==> src/rtl/dmem_pkg.sv <==
// Shared types and defaults for the parametrised data memory.
// Holds the controller state encoding and the default response record layout.
package dmem_pkg;

    localparam int DMEM_DATA_WIDTH = 16;
    localparam int DMEM_ADDR_WIDTH = 16;
    localparam int DMEM_DEPTH      = 128;
    localparam int DMEM_RD_LATENCY = 1;

    typedef enum logic [0:0] {
        ST_CLEAR = 1'b0,
        ST_IDLE  = 1'b1
    } dmem_state_t;

    typedef struct packed {
        logic                       valid;
        logic                       err;
        logic [DMEM_DATA_WIDTH-1:0] rdata;
    } dmem_resp_t;

endpackage

==> src/rtl/dmem_param_check.sv <==
// Elaboration-time legality checks for the data memory parameters.
module dmem_param_check #(
    parameter int DATA_WIDTH = 16,
    parameter int ADDR_WIDTH = 16,
    parameter int DEPTH      = 128,
    parameter int RD_LATENCY = 1
) ();

    if (RD_LATENCY < 1 || RD_LATENCY > 4) begin : g_bad_latency
        $error("param_data_memory: RD_LATENCY must be in 1..4");
    end

    if ((DATA_WIDTH % 8) != 0) begin : g_bad_width
        $error("param_data_memory: DATA_WIDTH must be a multiple of 8");
    end

    if ($clog2(DEPTH) > ADDR_WIDTH) begin : g_bad_depth
        $error("param_data_memory: DEPTH not addressable with ADDR_WIDTH bits");
    end

endmodule

==> src/rtl/dmem_resp_pipe.sv <==
// Fixed-latency response shift register; stage 0 is loaded on the accept edge.
module dmem_resp_pipe #(
    parameter int WIDTH   = 18,
    parameter int LATENCY = 1
) (
    input  logic             clk,
    input  logic             rst,
    input  logic [WIDTH-1:0] din,
    output logic [WIDTH-1:0] dout
);

    logic [WIDTH-1:0] stage_r [LATENCY];

    // Shift responses toward the output; reset drops everything in flight.
    always_ff @(posedge clk or negedge rst) begin
        if (!rst) begin
            for (int i = 0; i < LATENCY; i++) begin
                stage_r[i] <= '0;
            end
        end else begin
            stage_r[0] <= din;
            for (int i = 1; i < LATENCY; i++) begin
                stage_r[i] <= stage_r[i-1];
            end
        end
    end

    assign dout = stage_r[LATENCY-1];

endmodule

==> src/rtl/param_data_memory.sv <==
// Single-port data memory with valid/ready requests, byte-lane writes,
// fixed read latency, range error reporting and a self-timed clear sweep.
module param_data_memory
    import dmem_pkg::*;
#(
    parameter int DATA_WIDTH = DMEM_DATA_WIDTH,
    parameter int ADDR_WIDTH = DMEM_ADDR_WIDTH,
    parameter int DEPTH      = DMEM_DEPTH,
    parameter int RD_LATENCY = DMEM_RD_LATENCY
) (
    input  logic                    clk,
    input  logic                    rst,
    input  logic                    clear_start,
    input  logic                    req_valid,
    output logic                    req_ready,
    input  logic                    req_we,
    input  logic [ADDR_WIDTH-1:0]   req_addr,
    input  logic [DATA_WIDTH-1:0]   req_wdata,
    input  logic [DATA_WIDTH/8-1:0] req_be,
    output logic                    resp_valid,
    output logic [DATA_WIDTH-1:0]   resp_rdata,
    output logic                    resp_err,
    output logic                    busy
);

    localparam int BE_W  = DATA_WIDTH / 8;
    localparam int PTR_W = (DEPTH > 1) ? $clog2(DEPTH) : 1;
    // One extra bit so the range check never wraps or truncates DEPTH.
    localparam logic [ADDR_WIDTH:0] DEPTH_EXT = (ADDR_WIDTH + 1)'(DEPTH);

    typedef struct packed {
        logic                  valid;
        logic                  err;
        logic [DATA_WIDTH-1:0] rdata;
    } resp_t;

    function automatic logic [DATA_WIDTH-1:0] merge_bytes(
        input logic [DATA_WIDTH-1:0] old_w,
        input logic [DATA_WIDTH-1:0] new_w,
        input logic [BE_W-1:0]       be
    );
        logic [DATA_WIDTH-1:0] res;
        res = old_w;
        for (int k = 0; k < BE_W; k++) begin
            if (be[k]) begin
                res[8*k +: 8] = new_w[8*k +: 8];
            end else begin
                res[8*k +: 8] = old_w[8*k +: 8];
            end
        end
        return res;
    endfunction

    logic [DATA_WIDTH-1:0] mem_r [DEPTH];
    dmem_state_t           state_r;
    dmem_state_t           state_nxt_s;
    logic [PTR_W-1:0]      ptr_r;
    logic [PTR_W-1:0]      ptr_nxt_s;
    logic                  accept_s;
    logic                  in_range_s;
    logic [PTR_W-1:0]      addr_idx_s;
    resp_t                 resp_in_s;
    resp_t                 resp_out_s;

    dmem_param_check #(
        .DATA_WIDTH (DATA_WIDTH),
        .ADDR_WIDTH (ADDR_WIDTH),
        .DEPTH      (DEPTH),
        .RD_LATENCY (RD_LATENCY)
    ) u_param_check ();

    assign req_ready  = (state_r == ST_IDLE) && !clear_start;
    assign busy       = (state_r == ST_CLEAR);
    assign accept_s   = req_valid && req_ready;
    assign in_range_s = ({1'b0, req_addr} < DEPTH_EXT);
    assign addr_idx_s = req_addr[PTR_W-1:0];

    // Controller state and sweep pointer.
    always_ff @(posedge clk or negedge rst) begin
        if (!rst) begin
            state_r <= ST_CLEAR;
            ptr_r   <= '0;
        end else begin
            state_r <= state_nxt_s;
            ptr_r   <= ptr_nxt_s;
        end
    end

    // Next-state logic: the sweep leaves CLEAR on its last word.
    always_comb begin
        state_nxt_s = state_r;
        ptr_nxt_s   = ptr_r;
        case (state_r)
            ST_CLEAR: begin
                if (ptr_r == PTR_W'(DEPTH - 1)) begin
                    state_nxt_s = ST_IDLE;
                    ptr_nxt_s   = '0;
                end else begin
                    ptr_nxt_s   = ptr_r + PTR_W'(1);
                end
            end
            ST_IDLE: begin
                if (clear_start) begin
                    state_nxt_s = ST_CLEAR;
                    ptr_nxt_s   = '0;
                end else begin
                    state_nxt_s = ST_IDLE;
                end
            end
            default: begin
                state_nxt_s = ST_CLEAR;
                ptr_nxt_s   = '0;
            end
        endcase
    end

    // Array update: sweep writes zero, accepted in-range writes merge lanes.
    always_ff @(posedge clk) begin
        if (state_r == ST_CLEAR) begin
            mem_r[ptr_r] <= '0;
        end else if (accept_s && req_we && in_range_s) begin
            mem_r[addr_idx_s] <= merge_bytes(mem_r[addr_idx_s], req_wdata, req_be);
        end
    end

    // Response captured at the accept edge; reads see all earlier writes.
    always_comb begin
        resp_in_s = '0;
        if (accept_s) begin
            resp_in_s.valid = 1'b1;
            resp_in_s.err   = !in_range_s;
            if (in_range_s && !req_we) begin
                resp_in_s.rdata = mem_r[addr_idx_s];
            end else begin
                resp_in_s.rdata = '0;
            end
        end else begin
            resp_in_s = '0;
        end
    end

    dmem_resp_pipe #(
        .WIDTH   ($bits(resp_t)),
        .LATENCY (RD_LATENCY)
    ) u_resp_pipe (
        .clk  (clk),
        .rst  (rst),
        .din  (resp_in_s),
        .dout (resp_out_s)
    );

    assign resp_valid = resp_out_s.valid;
    assign resp_err   = resp_out_s.err;
    assign resp_rdata = resp_out_s.rdata;

endmodule

==> config.mk <==
export PLATFORM = sky130hd
export DESIGN_NAME = param_data_memory
export DESIGN_NICKNAME = d
export VERILOG_FILES = /design/src/rtl/dmem_pkg.sv /design/src/rtl/dmem_param_check.sv /design/src/rtl/dmem_resp_pipe.sv /design/src/rtl/param_data_memory.sv
export SDC_FILE = /design/constraint.sdc
export NUM_CORES = 2
export LEC_CHECK = 0
export ABC_AREA = 1
export BUFFER_PORTS_ARGS = -buffer_cell sky130_fd_sc_hd__buf_2
export CORE_ASPECT_RATIO = 1.4
export CORE_MARGIN = 2
export CORE_UTILIZATION = 55
export CTS_BUF_LIST = sky130_fd_sc_hd__clkbuf_4 sky130_fd_sc_hd__clkbuf_8
export DETAILED_ROUTE_END_ITERATION = 6
export PLACE_DENSITY_LB_ADDON = 0.2
export RECOVER_POWER = 100
export SLEW_MARGIN = 20
export SYNTH_ARGS = -nofsm -noshare
export SYNTH_HDL_FRONTEND = slang
export SYNTH_SLANG_ARGS = --single-unit
==> constraint.sdc <==
create_clock -name clk -period 4.4 [get_ports clk]
set_input_delay 0.44 -clock clk [delete_from_list [all_inputs] [get_ports clk]]
set_output_delay 0.44 -clock clk [all_outputs]
set_load 0.05 [all_outputs]
==> flow_summary.ini <==
[yosys]
synth_area_per_cell_sq_um = 11.99
syn_inst = 6941
syn_area_sq_um = 83240
yosys.area.top_type = edfxtp_1
yosysMostFrequentCell = nand2_1
async_flop_share_pct = 1.254
ys.flop_type = edfxtp_1
synth-compound-area-share_pct = 0.2420
synth-adder-area-share_pct = 0.01503
yosysUniqueCellTypes = 31
synth-seq-cells = 2074
ys_warn_count = 0
netlist_top_cells_count = nand2_1, edfxtp_1, nand3_1, clkbuf_1, nor2_1
yosys.area_share.simple_pct = 22.68
syn-num-nets = 6981
synth_edf_count = 2048
synthMuxAreaShare_pct = 0
synthXorXnorAreaFrac_pct = 0.03156
yosysSeqAreaShare_pct = 74.66
synth_top_cells_by_area = edfxtp_1, nand3_1, nand2_1
synth_top_family_by_area = simple AND/OR/NAND/NOR gates
synth_top_area_share_pct = 73.88

[setup_path]
critPathMaxStageDelay_ps = 720
crit_chain = inv_1, nor2_4, nand2_2, dlygate4sd3_1, clkinv_2, nand3_4, o21ai_2, inv_1, nand4_1, buf_4, nor2_1, clkbuf_2
critPathKind = reg2reg
path_buf_inv = 6
startpoint_type = flop
reg2reg_setup_slack_ps = 110
critPathSlowestCell = dlygate4sd3_1
crit_fanout = 15
crit_top_cell = inv_1
crit_path_end_kind = flop
rr_endpoint = mem_r[13][8]
cp_top_family = buffers and inverters
crit_arrival_ps = 5000
required_ps = 5100
ff2ff_path_depth = 12
r2r-start = state_r

[global_route]
grt_antenna_before_repair = 7
grt_pass1_wl_um = 352600
grt_max_degree = 129
track_usage_pct = 30.79
grt_remaining_overflow = 0
grt_pass1_vias = 55220

[status]
violations = capacitance limit, slew limit
status = complete, but fails checks

[die]
initial_core_util_pct = 55.47
die_area_sq_um = 154500
die_w_um = 332.8
die_h_um = 464.3
coreArea_sq_um = 150100
floorplan.rows = 168
num_io_pins = 59

[timing]
fmax_ghz = 0.2329
setup_viol = 0
layout_min_cycle_time_ps = 4294
hold_viol = 0
grt_setup_unrepaired = no
skew_ps = 72.18
fin_crit_sh_pct = 97.60
tightestPinTransition_ps = 1674
layout_setup_ws_ps = 105.7
slew_viol_final = 27
fin_tns_setup_ps = 0
relSlewSlack_pct = -11.63

[place]
pre_cts_ws_ps = 334.2
gp_congestion = 0.9220
place.port_buffers = 58
dpl-instance-area_sq_um = 87980
dp_cells = 8863
dp_hpwl_um = 142200

[worst_hold_path]
min_path_type = in2reg
hold_depth = 5
hp-start = req_wdata[12]
min_to = mem_r[12][12]

[final_layout]
multiInputGateArea_sq_um = 19110
finish.instance_area_sq_um = 93390
area_growth_pct = 12.19
n_fill_cell = 11550
stdcell_count = 9402
layout-drive-gt1-share_pct = 11.76
final_nets = 7277
seqCellArea_sq_um = 62150

[power]
max-vdd-ir-drop_uv = 275.1
fin_total_pwr_mw = 40.81
power_density_nw_per_um2 = 437.0
p_leak_nw = 35.22

[routing]
drt.antenna.violating_nets = 0
drc_errors = 0
wl_per_cell_um = 25.45
drt_iter0_markers = 6849
drt_wl_total_um = 239300
firstDrtPassIters = 6
viasPerCell = 6.070
vias = 57070

[clock_network]
cts_tree = built
cts_inserted_buffers = 315
clock_latency_ps = 1050
clock_sinks = 2074
clk_pin_slew_worst_paths_ps = 70
cts_htree_levels = 5
cts_root_buf = clkbuf_8
clk_path_buf_depth = 4

[flow_run]
cap_violations = 1
## worst max-delay path by stage
stage	startpoint	slack [ps]	cells after the start	end
2_1_floorplan	req_addr[0]	620	14	mem_r[0][15]
3_3_place_gp	req_addr[0]	420	15	mem_r[35][11]
3_5_place_dp	req_addr[0]	330	15	mem_r[32][11]
4_1_cts	state_r	400	12	mem_r[29][11]
5_1_grt	state_r	110	14	mem_r[81][9]
6_report	state_r	110	12	mem_r[13][8]
## placed cells by master (no fill, tap or decap), types with 34 or more instances in the layout
cell,n
clkbuf_2,70
nand3_1,2043
clkbuf_8,329
clkbuf_4,104
nor2_1,172
clkinv_1,69
edfxtp_1,2048
buf_4,210
nand2_1,2091
clkbuf_1,46
buf_12,53
buf_2,34
## logic make-up after synthesis
kind of cell / count (synthesis)
AND/OR/NAND/NOR: 4328
AO/OA/AOI/OAI: 32
XOR/XNOR: 3
adder cells (fa/ha/maj): 1
buffers and inverters: 503
flip-flops: 2074
## per-stage QoR
step	hold slack [ps]	util [%]
after floorplan	144.4	-
after global placement	507.1	58.62
after detailed placement	509.9	58.62
after CTS	67.19	62.63
after global routing	170.2	62.22
final	211.3	62.22
## repair_timing
action	CTS	global route
buffers inserted	0	0
hold buffers	12	0
endpoints found under the hold margin	43	0
resized for setup	0	0
setup endpoints to repair	0	0
## sequential cells by signal, summed over array words and instances (netlist names)
register and cells:
state_r 1, ptr_r 7, mem_r 2048, u_resp_pipe.dout 18
## where the power goes
group	switching [mW]	internal, mW	total [mW]
Sequential	0.0841	21.9	21.9
Combinational	2.72	0.849	3.57
Clock	7.11	8.18	15.3
## layout make-up
type / instances / area share (%)
Antenna cell: 1 / 0.002680
Clock buffer: 422 / 5.596
Clock inverter: 104 / 0.7154
Inverter: 42 / 0.2144
Multi-Input combinational cell: 4364 / 20.46
Sequential cell: 2074 / 66.55
Tap cell: 1955 / 2.619
Timing Repair Buffer: 440 / 3.845
## worst reg2reg max path: stages, from the launching register on
cell           delay, ps
dfrtp_1              480
inv_1                200
nor2_4               130
nand2_2              170
dlygate4sd3_1        730
clkinv_2             120
nand3_4              240
o21ai_2              610
inv_1                320
nand4_1              280
buf_4                330
nor2_1               110
clkbuf_2             270
## metal layers
layer  up-vias  routed length [um]  part of all wire, %  global-route usage [%]
met5         -                  38                0.016                       0
met3       566               23450                  9.8                   6.473
met4         6               12230                  5.1                   15.01
met2      3113              114700                   48                   49.56
li1      25360                   -                    -                       -
met1     28030               88850                   37                   40.12
Note: power is estimated with default switching activity, not from simulation.
